**src/rtl/result_window_accumulator.sv**
```systemverilog
// -----------------------------------------------------------------------------
// result_window_accumulator
//
// Purpose:
//   Consumes the 24-bit datapath result stream one word per valid/ready
//   handshake and reduces each window of COUNT words into a statistics record:
//   unsigned sum, minimum, maximum and running XOR. The record is presented on
//   registered outputs with its own valid/ready handshake. While a record is
//   waiting to be taken the input side is stalled (in_ready = 0).
//
// Parameters:
//   DATA_W  width of each incoming result word
//   COUNT   results per window, 1..65535
//   ACC_W   sum width, derived so that COUNT * (2^DATA_W - 1) never wraps
//
// Ports:
//   clk        in   single clock, all state updates on the rising edge
//   rst        in   asynchronous, active-high reset
//   clear      in   synchronous abort of the partial window or held record
//   in_valid   in   in_data is valid this cycle
//   in_ready   out  block accepts in_data this cycle (comb from state + clear)
//   in_data    in   unsigned result word
//   out_valid  out  statistics record is valid (registered)
//   out_ready  in   downstream takes the record this cycle
//   out_sum    out  unsigned sum of the window samples
//   out_min    out  smallest sample in the window
//   out_max    out  largest sample in the window
//   out_xor    out  bitwise XOR of all window samples
// -----------------------------------------------------------------------------
module result_window_accumulator #(
  parameter  int DATA_W = 24,
  parameter  int COUNT  = 8,
  localparam int ACC_W  = DATA_W + $clog2(COUNT + 1)
) (
  input  logic              clk,
  input  logic              rst,
  input  logic              clear,
  input  logic              in_valid,
  output logic              in_ready,
  input  logic [DATA_W-1:0] in_data,
  output logic              out_valid,
  input  logic              out_ready,
  output logic [ACC_W-1:0]  out_sum,
  output logic [DATA_W-1:0] out_min,
  output logic [DATA_W-1:0] out_max,
  output logic [DATA_W-1:0] out_xor
);

  // Sample counter must hold 0..COUNT-1; sizing on COUNT+1 keeps it at least
  // one bit wide for COUNT = 1.
  localparam int CNT_W = $clog2(COUNT + 1);
  localparam logic [CNT_W-1:0] LAST_IDX = CNT_W'(COUNT - 1);

  typedef enum logic {
    ST_ACCUM = 1'b0,
    ST_HOLD  = 1'b1
  } state_t;

  // ---------------------------------------------------------------------------
  // Registers
  // ---------------------------------------------------------------------------
  state_t            r_state;
  logic [CNT_W-1:0]  r_count;
  logic [ACC_W-1:0]  r_sum;
  logic [DATA_W-1:0] r_min;
  logic [DATA_W-1:0] r_max;
  logic [DATA_W-1:0] r_xor;

  logic [ACC_W-1:0]  r_out_sum;
  logic [DATA_W-1:0] r_out_min;
  logic [DATA_W-1:0] r_out_max;
  logic [DATA_W-1:0] r_out_xor;

  // ---------------------------------------------------------------------------
  // Combinational helpers
  // ---------------------------------------------------------------------------
  state_t            w_state_nxt;
  logic              w_in_ready;
  logic              w_accept;
  logic              w_last;
  logic              w_first;
  logic [ACC_W-1:0]  w_sum_nxt;
  logic [DATA_W-1:0] w_min_nxt;
  logic [DATA_W-1:0] w_max_nxt;
  logic [DATA_W-1:0] w_xor_nxt;

  // in_ready already folds in !clear, so an accept can never coincide with
  // an abort and clear wins without extra gating.
  assign w_accept = in_valid && w_in_ready;
  assign w_last   = w_accept && (r_count == LAST_IDX);
  assign w_first  = (r_count == '0);

  // Running values including the sample offered this cycle. The first sample
  // of a window seeds min/max so the reset value of 0 never leaks into min.
  assign w_sum_nxt = r_sum + {{(ACC_W - DATA_W){1'b0}}, in_data};
  assign w_xor_nxt = r_xor ^ in_data;
  assign w_min_nxt = (w_first || (in_data < r_min)) ? in_data : r_min;
  assign w_max_nxt = (w_first || (in_data > r_max)) ? in_data : r_max;

  // ---------------------------------------------------------------------------
  // FSM: state register
  // ---------------------------------------------------------------------------
  // NOTE: sequential state uses non-blocking (<=) assignments so every
  // register samples the pre-edge values of the others, independent of the
  // order the always blocks are evaluated in.
  always_ff @(posedge clk or posedge rst) begin
    if (rst) begin
      r_state <= ST_ACCUM;
    end else begin
      r_state <= w_state_nxt;
    end
  end

  // ---------------------------------------------------------------------------
  // FSM: next-state logic
  // ---------------------------------------------------------------------------
  // NOTE: the default assignment at the top of a combinational block covers
  // every path, so no latch is inferred when a branch leaves it untouched.
  always_comb begin
    w_state_nxt = r_state;
    if (clear) begin
      w_state_nxt = ST_ACCUM;
    end else begin
      case (r_state)
        ST_ACCUM: if (w_last)    w_state_nxt = ST_HOLD;
        ST_HOLD:  if (out_ready) w_state_nxt = ST_ACCUM;
        default:                 w_state_nxt = ST_ACCUM;
      endcase
    end
  end

  // ---------------------------------------------------------------------------
  // FSM: outputs
  // ---------------------------------------------------------------------------
  // out_valid is decoded straight from the state register, so it is glitch-free
  // and registered; in_ready additionally drops combinationally on clear.
  always_comb begin
    w_in_ready = 1'b0;
    out_valid  = 1'b0;
    case (r_state)
      ST_ACCUM: w_in_ready = !clear;
      ST_HOLD:  out_valid  = 1'b1;
      default: begin
        w_in_ready = 1'b0;
        out_valid  = 1'b0;
      end
    endcase
  end

  assign in_ready = w_in_ready;

  // ---------------------------------------------------------------------------
  // Window accumulators
  // ---------------------------------------------------------------------------
  // Accumulators are zeroed when a window completes (and on clear), so the
  // return from HOLD to ACCUM always starts from a clean window. Nothing can
  // be accepted while in HOLD, so they stay zero until then.
  always_ff @(posedge clk or posedge rst) begin
    if (rst) begin
      r_count <= '0;
      r_sum   <= '0;
      r_min   <= '0;
      r_max   <= '0;
      r_xor   <= '0;
    end else if (clear || w_last) begin
      r_count <= '0;
      r_sum   <= '0;
      r_min   <= '0;
      r_max   <= '0;
      r_xor   <= '0;
    end else if (w_accept) begin
      r_count <= r_count + CNT_W'(1);
      r_sum   <= w_sum_nxt;
      r_min   <= w_min_nxt;
      r_max   <= w_max_nxt;
      r_xor   <= w_xor_nxt;
    end
  end

  // ---------------------------------------------------------------------------
  // Output record
  // ---------------------------------------------------------------------------
  // Loaded only by the completing accept, so the record includes the final
  // sample and stays frozen through HOLD and afterwards. clear does not touch
  // these registers; only reset zeroes them.
  always_ff @(posedge clk or posedge rst) begin
    if (rst) begin
      r_out_sum <= '0;
      r_out_min <= '0;
      r_out_max <= '0;
      r_out_xor <= '0;
    end else if (w_last) begin
      r_out_sum <= w_sum_nxt;
      r_out_min <= w_min_nxt;
      r_out_max <= w_max_nxt;
      r_out_xor <= w_xor_nxt;
    end
  end

  assign out_sum = r_out_sum;
  assign out_min = r_out_min;
  assign out_max = r_out_max;
  assign out_xor = r_out_xor;

endmodule

```
**config.mk**
```make
export PLATFORM = sky130hd
export DESIGN_NAME = result_window_accumulator
export DESIGN_NICKNAME = d
export VERILOG_FILES = /design/src/rtl/result_window_accumulator.sv
export SDC_FILE = /design/constraint.sdc
export NUM_CORES = 1
export LEC_CHECK = 0
export BUFFER_PORTS_ARGS = -buffer_cell sky130_fd_sc_hd__buf_2
export CORE_MARGIN = 3
export CORE_UTILIZATION = 55
export CTS_CLUSTER_DIAMETER = 80
export DETAILED_ROUTE_END_ITERATION = 6
export GPL_TIMING_DRIVEN = 0
export HOLD_SLACK_MARGIN = 0.03
export PLACE_DENSITY = 0.76
export SLEW_MARGIN = 20
export SYNTH_ARGS = -nofsm -noshare
export SYNTH_HDL_FRONTEND = slang
export SYNTH_SLANG_ARGS = --single-unit
```
**constraint.sdc**
```tcl
create_clock -name clk -period 6.9 [get_ports clk]
set_input_delay 0 -clock clk [delete_from_list [all_inputs] [get_ports clk]]
set_output_delay 0 -clock clk [all_outputs]
set_load 0.005 [all_outputs]
```
; Yosys cells after proc, flatten, opt, wreduce, memory -nomap -nowiden
; Index checks and enable logic that the tools add are counted.
[word_totals]
regBits = 205
inputBits = 29
out_inout_bits = 102
word_cells = 43
[classes]
addsub = 2
order_cmp = 2
eq_ne = 1
n_mux = 18
bitwise_logic = 2
n_reduce_logical = 8
[ops]
columns = op, count
row1 = 24-bit 2-to-1 mux, 8
row2 = 28-bit 2-to-1 mux, 2
row3 = 28-bit by 24-bit adder with 28-bit output, 1
row4 = 24-bit greater-than comparator, 1
row5 = 24-bit < comparator, 1
row6 = 24-bit XOR, 1
row7 = 4-bit 2-to-1 mux, 2
row8 = 1-bit 2-to-1 mux, 5
row9 = "4-bit by 1-bit adder with 4-bit output, second input constant", 1
row10 = "4-bit by 3-bit equality test with 1-bit output, second input constant", 1
row11 = 4-bit zero test, 1
row12 = 1-bit logical OR, 3
row13 = 1-bit logical AND, 2
row14 = 1-bit case mux with 2 select lines, 1
row15 = 2-bit nonzero test, 1
row16 = 1-bit zero test, 1
row17 = 1-bit inverter, 1

; Depth between registers and ports, before layout
; Gate-level depths: netlist of run 1.
[logic_depth]
depth_word = 7
ltp_mapped = 12
depth_no_buf = 9

; Worst setup path before layout of run 1
; No wires, ideal clock.
[synth_path]
path_type = register -> register
from = register r_max[19]
to = register r_max[0]
setup_ps = 122
arrival_ps = 2433
required_ps = 6778
path_slack_ps = 4346
path_stages_with_launch = 13
path_buffers = 3
period_less_slack_ps = 2554
cell_sequence = dfrtp_1 inv_1 ha_1 and2_4 a221o_1 a22o_1 or2_1 buf_6 and3b_1 buf_4 nor2_4 buf_6 a32o_1
[synth_via]
elab_chain_cells = 5
[synth_rtl]
columns = element, line_no
row1 = "start, declared", 66  ; logic [DATA_W-1:0] r_max;
row2 = "start signal, assigned", 175  ; r_max <= w_max_nxt;
row3 = 24-bit greater-than comparator, 98  ; assign w_max_nxt = (w_first || (in_data > r_max)) ? in_data : r_max;
row4 = 1-bit logical OR, 98
row5 = 24-bit 2-to-1 mux, 98
row6 = 24-bit 2-to-1 mux, 171  ; end else if (w_accept) begin
row7 = 24-bit 2-to-1 mux, 165  ; end else if (clear || w_last) begin
; No other way between the ends. The select of a mux whose other input is x is not followed.
; A chain may end at the register's enable or synchronous reset.

; Final worst setup path of run 1
[layout_path]
from = register r_min[11]
to = register r_min[0]
[layout_via]
elab_chain_cells = 5
[layout_rtl]
columns = element, line_no
row1 = "start, declared", 65  ; logic [DATA_W-1:0] r_min;
row2 = "start signal, assigned", 174  ; r_min <= w_min_nxt;
row3 = 24-bit < comparator, 97  ; assign w_min_nxt = (w_first || (in_data < r_min)) ? in_data : r_min;
row4 = 1-bit logical OR, 97
row5 = 24-bit 2-to-1 mux, 97
row6 = 24-bit 2-to-1 mux, 171
row7 = 24-bit 2-to-1 mux, 165
; No other way between the ends. The select of a mux whose other input is x is not followed.

==> flow_metrics.tcl, run 1 <==
set metrics [dict create \
    io_pins 131 \
    drtAntennaViolNets 0 \
    wirelength_um 33130 \
    crit_path_end "r_min[0]$_DFFE_PP0P_" \
    n_fill_cell 1647 \
    final_nets 1480 \
    fin_crit_sh_pct 45.78 \
    synth_nets 1317 \
    max_freq_ghz 0.3166 \
    finalSetupViolations 0 \
    cp.arrival_ns 3.61 \
    clkTransAtPathRegs_ns 0.06 \
    whs_ns 0.03511 \
    peakVddDrop_mv 0.1534 \
    regToRegSetupSlack_ns 3.74 \
    grt_start_max_net_pins 89 \
    antenna_found_initial 1 \
    reg2reg_depth 9 \
    clock-skew-final_ns 0.01362 \
    dp.cells 1611 \
    grt.total_usage_pct 29.39 \
    cts_root_buffer "clkbuf_16" \
    layout_commonest_cell "dfrtp_1" \
    finalNonFillerCells 1657 \
    die-area_mm2 0.02222 \
    drive_gt1_share_pct 14.31 \
    synth.yosys.seq_area_share_pct 45.58 \
    synthFlopType "dfrtp_1" \
    end_kind "flip-flop" \
    first_pass_iters 6 \
    cp-start-kind "flip-flop" \
    synth_area_mm2 0.01125 \
    cts-buffers-inserted 23 \
    h-tree-depth 1 \
    clock_sinks 205 \
    cp-startpoint "r_min[11]$_DFFE_PP0P_" \
    cap_violations 0 \
    period_needed_ns 3.159 \
    criticalPathCategory "reg2reg" \
    vias_per_cell 6.217 \
    fin_tns_setup_ns 0 \
    postSynthCellCount 1214 \
    reg2reg_from "r_min[11]$_DFFE_PP0P_" \
    die_h_um 149.1 \
    initialDrtViolationCount 870 \
    final_cell_mix "dfrtp_1, o21ai_0, buf_2" \
    hp-class "in2async" \
    worstMarginPinSlew_ns 0.9263 \
    tritoncts "yes" \
    p_leak_nw 6.162 \
    gr-total-overflow 0 \
    rows 51 \
    ys_types 60 \
    reg2reg_to "r_min[0]$_DFFE_PP0P_" \
    status "completed" \
    clockBufferDepth 3 \
    critPathMaxFanout 10 \
    required_ns 7.35 \
    io_buffers 130 \
    start_util_pct 56.89 \
    async_flop_share_pct 100.0 \
    postPlaceCellArea_mm2 0.01230 \
    relSlewSlack_pct 38.25 \
    dpl.hpwl_um 23840 \
    grt_setup_unrepaired "no" \
    grt_pass1_wl_um 52120 \
    ys.warnings.count 0 \
    clk_latency_ns 0.52 \
    routedWlPerCell_um 19.99 \
    hold_viol 0 \
    synth_edf_count 0 \
    place_congestion 0.9478 \
    fin_area_mm2 0.01315 \
    fp.dieW_um 149.1 \
    avgSynthCellArea_um2 9.271 \
    p_per_area_mw_per_mm2 243.8 \
    cts_setup_buffers 0 \
    synthToLayoutAreaGrowth_pct 16.88 \
    core_mm2 0.01978 \
    slew_viol_final 0 \
    num_vias 10302 \
    drc 0 \
    grt_pass1_vias 9818 \
    ys_ff_latch 205 \
]
worst min-delay path by stage:
| stage | slack (ns) | from | depth (start not counted) | to |
|---|---|---|---|---|
| after floorplan | 0.06 | clear | 1 | in_ready |
| after global placement | 0.23 | clear | 2 | r_state$_DFF_PP0_ |
| after detailed placement | 0.04 | rst | 2 | r_sum[27]$_DFFE_PP0P_ |
| after CTS | 0.03 | in_data[7] | 4 | r_xor[7]$_DFFE_PP0P_ |
| after global routing | 0.06 | in_data[18] | 4 | r_xor[18]$_DFFE_PP0P_ |
| final | 0.04 | rst | 3 | out_sum[27]$_DFFE_PP0P_ |
cell families after synthesis:
family / count (synthesis) / share of synthesized area [%]
XOR/XNOR: 42 / 3.268
multiplexers: 7 / 0.7893
adder cells (fa/ha/maj): 74 / 8.294
buffers and inverters: 155 / 5.525
AND/OR/NAND/NOR: 320 / 12.66
flip-flops: 205 / 45.58
AO/OA/AOI/OAI: 411 / 23.88
synth_stat cells (2+ instances only):
library cell	count	area (µm²)
buf_1	4	15.01
or4_1	2	15.01
nand2b_1	4	25.02
and2_1	6	37.54
xnor2_1	36	315.3
o22ai_1	2	12.51
a2111oi_0	2	17.52
xor2_1	6	52.55
o31ai_1	2	15.01
nand4_1	15	93.84
inv_1	60	225.2
and4_1	4	35.03
a2111o_1	2	22.52
nand2_1	122	457.9
o2111ai_1	4	35.03
dfrtp_1	205	5130
a21oi_1	47	235.2
a22oi_1	2	15.01
buf_4	3	22.52
nand3_1	40	200.2
a31o_2	5	43.79
o21ai_1	2	10.01
nor4_1	3	18.77
clkbuf_1	80	300.3
buf_6	3	33.78
a2bb2oi_1	3	26.28
o21a_1	6	45.04
a32o_1	28	280.3
nor2b_1	9	56.30
a21o_1	11	82.58
nor3_1	5	25.02
o21ai_0	156	780.8
buf_2	5	25.02
a31oi_1	51	319.1
o211ai_1	29	217.7
nor2_1	95	356.6
a211oi_1	7	52.55
a22o_1	41	359.1
a21boi_0	2	15.01
ha_1	73	913.4
or3_1	6	37.54
and3_1	4	25.02
mux2_2	5	56.30
area by class of cell:
| type | instances | area, µm² | share of cell area, % |
|---|---|---|---|
| sequential | 205 | 5130 | 39.00 |
| clock buffer | 33 | 683.2 | 5.194 |
| multi-input combinational | 854 | 5503 | 41.83 |
| buffer | 95 | 396.6 | 3.015 |
| antenna | 1 | 2.502 | 0.01902 |
| timing repair buffer | 138 | 765.7 | 5.821 |
| inverter | 60 | 232.7 | 1.769 |
| tap | 265 | 331.6 | 2.521 |
| clock inverter | 6 | 108.9 | 0.8275 |
per-stage QoR:
stage / setup WS, ns / util [%] / power (mW)
after floorplan: 1.304 / - / 1.750
after global routing: 3.609 / 66.50 / 3.338
after global placement: -1.051 / 61.86 / 1.897
after CTS: 3.791 / 66.48 / 3.206
final: 3.741 / 66.50 / 3.207
after detailed placement: 3.811 / 62.18 / 1.917
layer usage:
| metal | GRT usage [%] | vias to the layer above | routed length [µm] |
|---|---|---|---|
| li1 | - | 4709 | - |
| met1 | 42.20 | 4987 | 13890 |
| met2 | 44.29 | 523 | 14430 |
| met3 | 5.074 | 83 | 3339 |
| met4 | 12.49 | 0 | 1464 |
| met5 | 0 | - | 0 |
where the power goes:
group	total, mW	internal, mW	leakage (nW)	switching, mW
logic	0.603	0.224	2.97	0.380
registers	1.31	1.26	2.80	0.0489
clock network	1.29	0.795	0.392	0.498
worst max-delay path, cell delays in order, from the launching register on:
cell and delay (ns):
dfrtp_1 0.41, inv_1 0.09, ha_1 0.31, a21oi_1 0.12, o21ai_0 0.15, a221oi_1 0.43
o221ai_2 0.29, a21oi_1 0.52, clkbuf_1 0.52, a22o_1 0.24
registers in the layout (all words and copies together) (netlist names):
signal and count:
r_max 24, r_min 24, out_xor 24, r_count 4
r_xor 24, r_sum 28, out_sum 28, r_state 1
out_max 24, out_min 24
timing repair:
action                                  4_1_cts  5_1_grt
endpoints found under the setup margin        0        0
hold buffers                                  6        0
gates resized for setup                       0        0
endpoints found under the hold margin       147        0
Power figures use the tool's default switching activity.
==> run 2: changes to the inputs <==
ABC_AREA = 1   (was unset)
CORE_UTILIZATION = 54   (was 55)
PLACE_DENSITY = 0.78   (was 0.76)
clock period = 2.85 ns   (was 6.9 ns; I/O delays follow)
==> run 2 against run 1 <==
  * Area after synthesis up 1.9%
  * Register-to-register slack worse by 3.3 ns
  * First-iteration DRC count up 5.9%
  * Count of clock-buffer cells in the layout down 1
==> flow_metrics.tcl, run 2 <==
set metrics [dict create \
    grt_pass1_vias 10574 \
    cts_setup_buffers 0 \
    tritoncts "yes" \
    slew_viol_final 0 \
    synthTopCellsByCount "nand2_1, dfrtp_1, nand3_1, inv_1, ha_1" \
    start_util_pct 55.80 \
    place_congestion 0.9355 \
    synth_nets 1574 \
    finalSetupViolations 0 \
    grt.total_usage_pct 30.65 \
    vias_per_cell 5.543 \
    cp.arrival_ns 2.84 \
    clock-skew-final_ns 0.01146 \
    p_leak_nw 7.532 \
    drive_gt1_share_pct 15.32 \
    clock_sinks 205 \
    die_h_um 151.8 \
    gr-total-overflow 0 \
    worstMarginPinSlew_ns 0.6737 \
    synth_top_area_share_pct 44.72 \
    hold_start "clear" \
    synth_area_mm2 0.01147 \
    final_cell_mix "nand2_1, dfrtp_1, nand3_1" \
    status "completed" \
    fin_area_mm2 0.01368 \
    required_ns 3.26 \
    ys_top_cells_by_area "dfrtp_1, nand2_1, nand3_1" \
    cp-start-kind "flip-flop" \
    fp.dieW_um 151.8 \
    initialDrtViolationCount 921 \
    hp-class "in2reg" \
    cap_violations 0 \
    async_flop_share_pct 100.0 \
    hold_end "r_count[2]$_DFFE_PP0P_" \
    clkTransAtPathRegs_ns 0.06 \
    postSynthCellCount 1471 \
    cts-resized-gates 0 \
    hold_viol 0 \
    fin_crit_sh_pct 85.36 \
    relSlewSlack_pct 55.09 \
    cts-buffers-inserted 23 \
    num_vias 10792 \
    synth.yosys.seq_area_share_pct 44.72 \
    fin_tns_setup_ns 0 \
    core_mm2 0.02056 \
    h-tree-depth 1 \
    io_buffers 130 \
    synth_edf_count 0 \
    dp.cells 1878 \
    synthFlopType "dfrtp_1" \
    ys_types 39 \
    criticalPathCategory "reg2reg" \
    reg2reg_depth 10 \
    avgSynthCellArea_um2 7.799 \
    finalNonFillerCells 1947 \
    final_nets 1765 \
    rows 52 \
    synth_most_common_cell "nand2_1" \
    postPlaceCellArea_mm2 0.01262 \
    cts_root_buffer "clkbuf_16" \
    ys.warnings.count 0 \
    ctsHoldBuffers 29 \
    max_freq_ghz 0.4111 \
    first_pass_iters 5 \
    antennaDiodeCount 0 \
    synthToLayoutAreaGrowth_pct 19.25 \
    ff_latch_area_mm2 0.005130 \
    ys_ff_latch 205 \
    layout_commonest_cell "nand2_1" \
    period_needed_ns 2.433 \
    drtAntennaViolNets 0 \
    clockBufferDepth 3 \
    whs_ns 0.2378 \
    clk_latency_ns 0.53 \
    reg2reg_to "out_sum[12]$_DFFE_PP0P_" \
    dpl.hpwl_um 25350 \
    p_per_area_mw_per_mm2 691.9 \
    grt_setup_unrepaired "no" \
    wirelength_um 34980 \
    regToRegSetupSlack_ns 0.42 \
    n_fill_cell 1707 \
    antenna_found_initial 0 \
    drc 0 \
    peakVddDrop_mv 0.4332 \
    io_pins 131 \
    end_kind "flip-flop" \
    synth_top_cell_by_area "dfrtp_1" \
    die-area_mm2 0.02303 \
    reg2reg_from "r_sum[0]$_DFFE_PP0P_" \
    holdPathStages 3 \
    routedWlPerCell_um 17.97 \
    grt_start_max_net_pins 34 \
    multi_input_area_mm2 0.005569 \
    critPathMaxFanout 4 \
    grt_pass1_wl_um 55000 \
]
-- run 2: cells by family after synthesis --
family,Yosys count,synth area share [%]
flops,205,44.72
buf+inv,184,6.740
xor+xnor,34,2.596
compound gates,151,6.969
simple gates,823,30.84
fa+ha+maj,74,8.136
-- run 2: routing by layer --
| layer | track usage (%) | wire, µm | up-vias |
|---|---|---|---|
| met4 | 13.03 | 1469 | 0 |
| met3 | 4.759 | 3003 | 95 |
| met5 | 0 | 0 | - |
| met2 | 47.13 | 15340 | 483 |
| li1 | - | - | 5134 |
| met1 | 43.32 | 15170 | 5080 |
-- run 2: through the flow --
stage               utilization (%)  power [mW]  setup slack [ns]
finish                        66.54       9.465            0.4173
global route                  66.54       10.01            0.2605
detailed placement            61.38       6.354            0.5180
global placement              60.63       6.235            -1.067
floorplan                         -       5.496            0.1917
CTS                           66.54       9.457            0.4762
-- run 2: worst max-delay path by stage --
stage / from / end / slack (ns)
2_1_floorplan: rst / out_max[0]$_DFFE_PP0P_ / 0.19
3_3_place_gp: rst / r_min[15]$_DFFE_PP0P_ / -1.07
3_5_place_dp: r_sum[0]$_DFFE_PP0P_ / out_sum[12]$_DFFE_PP0P_ / 0.52
4_1_cts: r_count[0]$_DFFE_PP0P_ / r_state$_DFF_PP0_ / 0.48
5_1_grt: r_sum[0]$_DFFE_PP0P_ / out_sum[12]$_DFFE_PP0P_ / 0.26
6_report: r_sum[0]$_DFFE_PP0P_ / out_sum[12]$_DFFE_PP0P_ / 0.42
-- run 2: layout make-up --
cell class	instances	area share (%)
Multi-Input combinational cell	1082	40.71
Buffer	57	2.168
Sequential cell	205	37.50
Clock buffer	32	4.820
Clock inverter	8	0.8140
Tap cell	270	2.469
Inverter	127	3.512
Timing Repair Buffer	166	8.012
-- run 2: worst max-delay path, stage by stage, from the launching register on --
cell	delay (ns)
dfrtp_1	0.40
ha_1	0.22
fa_1	0.41
nand3_1	0.10
nand2_1	0.15
and2_1	0.22
nor2_2	0.20
o21ai_0	0.18
or2_1	0.27
nand3_1	0.11
nand2_1	0.06
-- run 2: power by group --
group	total [mW]	switching, mW	internal, mW
clock	3.04	1.23	1.81
combinational	2.91	1.91	1.01
sequential	3.52	0.234	3.28
==> run 3: changes to the inputs <==
ABC_AREA = unset   (was 1)
CORE_UTILIZATION = 53   (was 54)
PLACE_DENSITY = 0.76   (was 0.78)
==> run 3 against run 2 <==
  * Clock skew is 0.0030 ns higher
  * First-iteration DRC count is 2.4% higher
  * Die area hardly changed
  * Global-route usage is 0.93 points lower
  * Cell area is 0.83% lower
  * Final cell count is 14% lower
  * Via count is 4.0% lower
  * Core utilization is 0.55 points lower
  * Critical endpoint is now r_min[15]$_DFFE_PP0P_
  * Largest cell class unchanged
  * Largest power group unchanged
  * Highest routed layer unchanged
==> flow_metrics.tcl, run 3 (synthesized netlist as in run 1, its figures left out) <==
set metrics [dict create \
    status "completed" \
    io_buffers 130 \
    vias_per_cell 6.168 \
    num_vias 10362 \
    finalNonFillerCells 1680 \
    cp.arrival_ns 3.17 \
    reg2reg_depth 10 \
    fp.dieW_um 151.7 \
    clock-skew-final_ns 0.01451 \
    grt_pass1_vias 10069 \
    postPlaceCellArea_mm2 0.01244 \
    die-area_mm2 0.02302 \
    wirelength_um 34500 \
    cp-startpoint "r_min[11]$_DFFE_PP0P_" \
    core_mm2 0.02056 \
    crit_path_end "r_min[15]$_DFFE_PP0P_" \
    tritoncts "yes" \
    p_leak_nw 6.328 \
    whs_ns 0.04582 \
    drtAntennaViolNets 0 \
    rows 52 \
    die_h_um 151.7 \
    fin_crit_sh_pct 97.54 \
    switching_share_pct 29.23 \
    drive_gt1_share_pct 16.67 \
    peakVddDrop_mv 0.4580 \
    period_needed_ns 2.780 \
    combPwrFrac_pct 20.1 \
    p_sw_mw 2.311 \
    first_pass_iters 6 \
    final_util_pct 65.99 \
    required_ns 3.24 \
    place_congestion 0.9474 \
    dp.cells 1622 \
    cp-start-kind "flip-flop" \
    hold_viol 0 \
    fin_area_mm2 0.01357 \
    fin_tns_setup_ns 0 \
    holdPathStages 4 \
    clk_latency_ns 0.52 \
    hp-class "in2reg" \
    reg2reg_from "r_min[11]$_DFFE_PP0P_" \
    worstMarginPinSlew_ns 0.7953 \
    grt_start_max_net_pins 35 \
    clockBufferDepth 3 \
    critPathMaxFanout 10 \
    io_pins 131 \
    cap_violations 0 \
    grt.total_usage_pct 29.72 \
    synthToLayoutAreaGrowth_pct 20.55 \
    routedWlPerCell_um 20.54 \
    p_int_mw 5.594 \
    antennaDiodeCount 0 \
    regToRegSetupSlack_ns 0.07 \
    final_nets 1498 \
    grt_pass1_wl_um 53920 \
    layout_commonest_cell "dfrtp_1" \
    reg2reg_to "r_min[15]$_DFFE_PP0P_" \
    h-tree-depth 1 \
    drc 0 \
    criticalPathCategory "reg2reg" \
    slew_viol_final 0 \
    power_frac_seq_pct 40.1 \
    cts-buffers-inserted 24 \
    dpl.hpwl_um 24890 \
    initialDrtViolationCount 943 \
    end_kind "flip-flop" \
    start_util_pct 54.74 \
    gr-total-overflow 0 \
    cts_root_buffer "clkbuf_16" \
    clkTransAtPathRegs_ns 0.06 \
    relSlewSlack_pct 46.98 \
    clkPwrFrac_pct 39.8 \
    antenna_found_initial 0 \
    final_cell_mix "dfrtp_1, o21ai_0, buf_2" \
    max_freq_ghz 0.3597 \
    finalSetupViolations 0 \
    clock_sinks 205 \
    p_per_area_mw_per_mm2 582.7 \
]
run 3: changes by cell type in the layout (fill, tap and decap cells not counted), moves of 25 or more:
cell | previous run | this run
buf_2 | 160 | 135
o211ai_1 | 1 | 29
a31oi_1 | 0 | 50
nand2_2 | 26 | 0
a32o_1 | 0 | 28
nand3_1 | 197 | 40
o21ai_1 | 36 | 1
nand2_1 | 505 | 122
clkbuf_1 | 22 | 76
inv_1 | 120 | 59
a22o_1 | 3 | 41
o21ai_0 | 52 | 156
nor2_1 | 53 | 95
run 3: stage by stage:
stage	power (mW)	setup WS, ns
6_report	7.905	0.07013
5_1_grt	8.234	-0.02231
4_1_cts	7.827	0.003531
3_5_place_dp	4.677	-0.3012
3_3_place_gp	4.606	-1.121
2_1_floorplan	4.238	0.1917
run 3: repair_timing:
item                                    4_1_cts  5_1_grt
hold buffers                                  9        0
hold endpoints to repair                    169        0
cloned                                        0        0
gates resized for setup                       7       34
pin swaps                                     1       10
setup buffers                                 1        7
endpoints found under the setup margin       27      118
run 3: final cells by class:
type                            count  area [µm²]
Fill cell                        1734        6993
Inverter                           60       229.0
Buffer                             95       427.9
Multi-Input combinational cell    854        5622
Clock buffer                       37       730.7
Timing Repair Buffer              155        1016
Sequential cell                   205        5130
Clock inverter                      4       73.82
Tap cell                          270       337.8
run 3: per-layer routing:
metal,GRT usage [%],vias up,routed length (µm)
met4,11.32,0,1279
met1,41.34,5020,14330
met3,5.949,83,3292
met2,46.16,502,15600
met5,0,-,0
li1,-,4757,-
run 3: how the worst min path moves through the flow:
| stage | startpoint | to | slack (ns) |
|---|---|---|---|
| 2_1_floorplan | clear | in_ready | 0.06 |
| 3_3_place_gp | clear | r_state$_DFF_PP0_ | 0.20 |
| 3_5_place_dp | rst | out_sum[25]$_DFFE_PP0P_ | -0.09 |
| 4_1_cts | in_data[21] | r_xor[21]$_DFFE_PP0P_ | 0.04 |
| 5_1_grt | in_data[9] | r_xor[9]$_DFFE_PP0P_ | 0.08 |
| 6_report | in_data[5] | r_xor[5]$_DFFE_PP0P_ | 0.05 |
run 3: critical path, cell delays in order (launching register included):
cell and delay (ns):
dfrtp_1 0.42, inv_1 0.10, ha_1 0.32, a21oi_1 0.12, o21ai_0 0.18, a221oi_2 0.41
o221ai_4 0.18, buf_12 0.18, a31o_2 0.30, clkbuf_2 0.24, a22o_1 0.22
run 3: power by group through the flow:
| stage | logic [mW] | registers [mW] | clock network (mW) |
|---|---|---|---|
| finish | 1.58 | 3.17 | 3.15 |
| global route | 1.75 | 3.19 | 3.29 |
| CTS | 1.49 | 3.17 | 3.17 |
| detailed placement | 1.46 | 3.22 | 0 |
| global placement | 1.39 | 3.21 | 0 |
| floorplan | 1.05 | 3.19 | 0 |
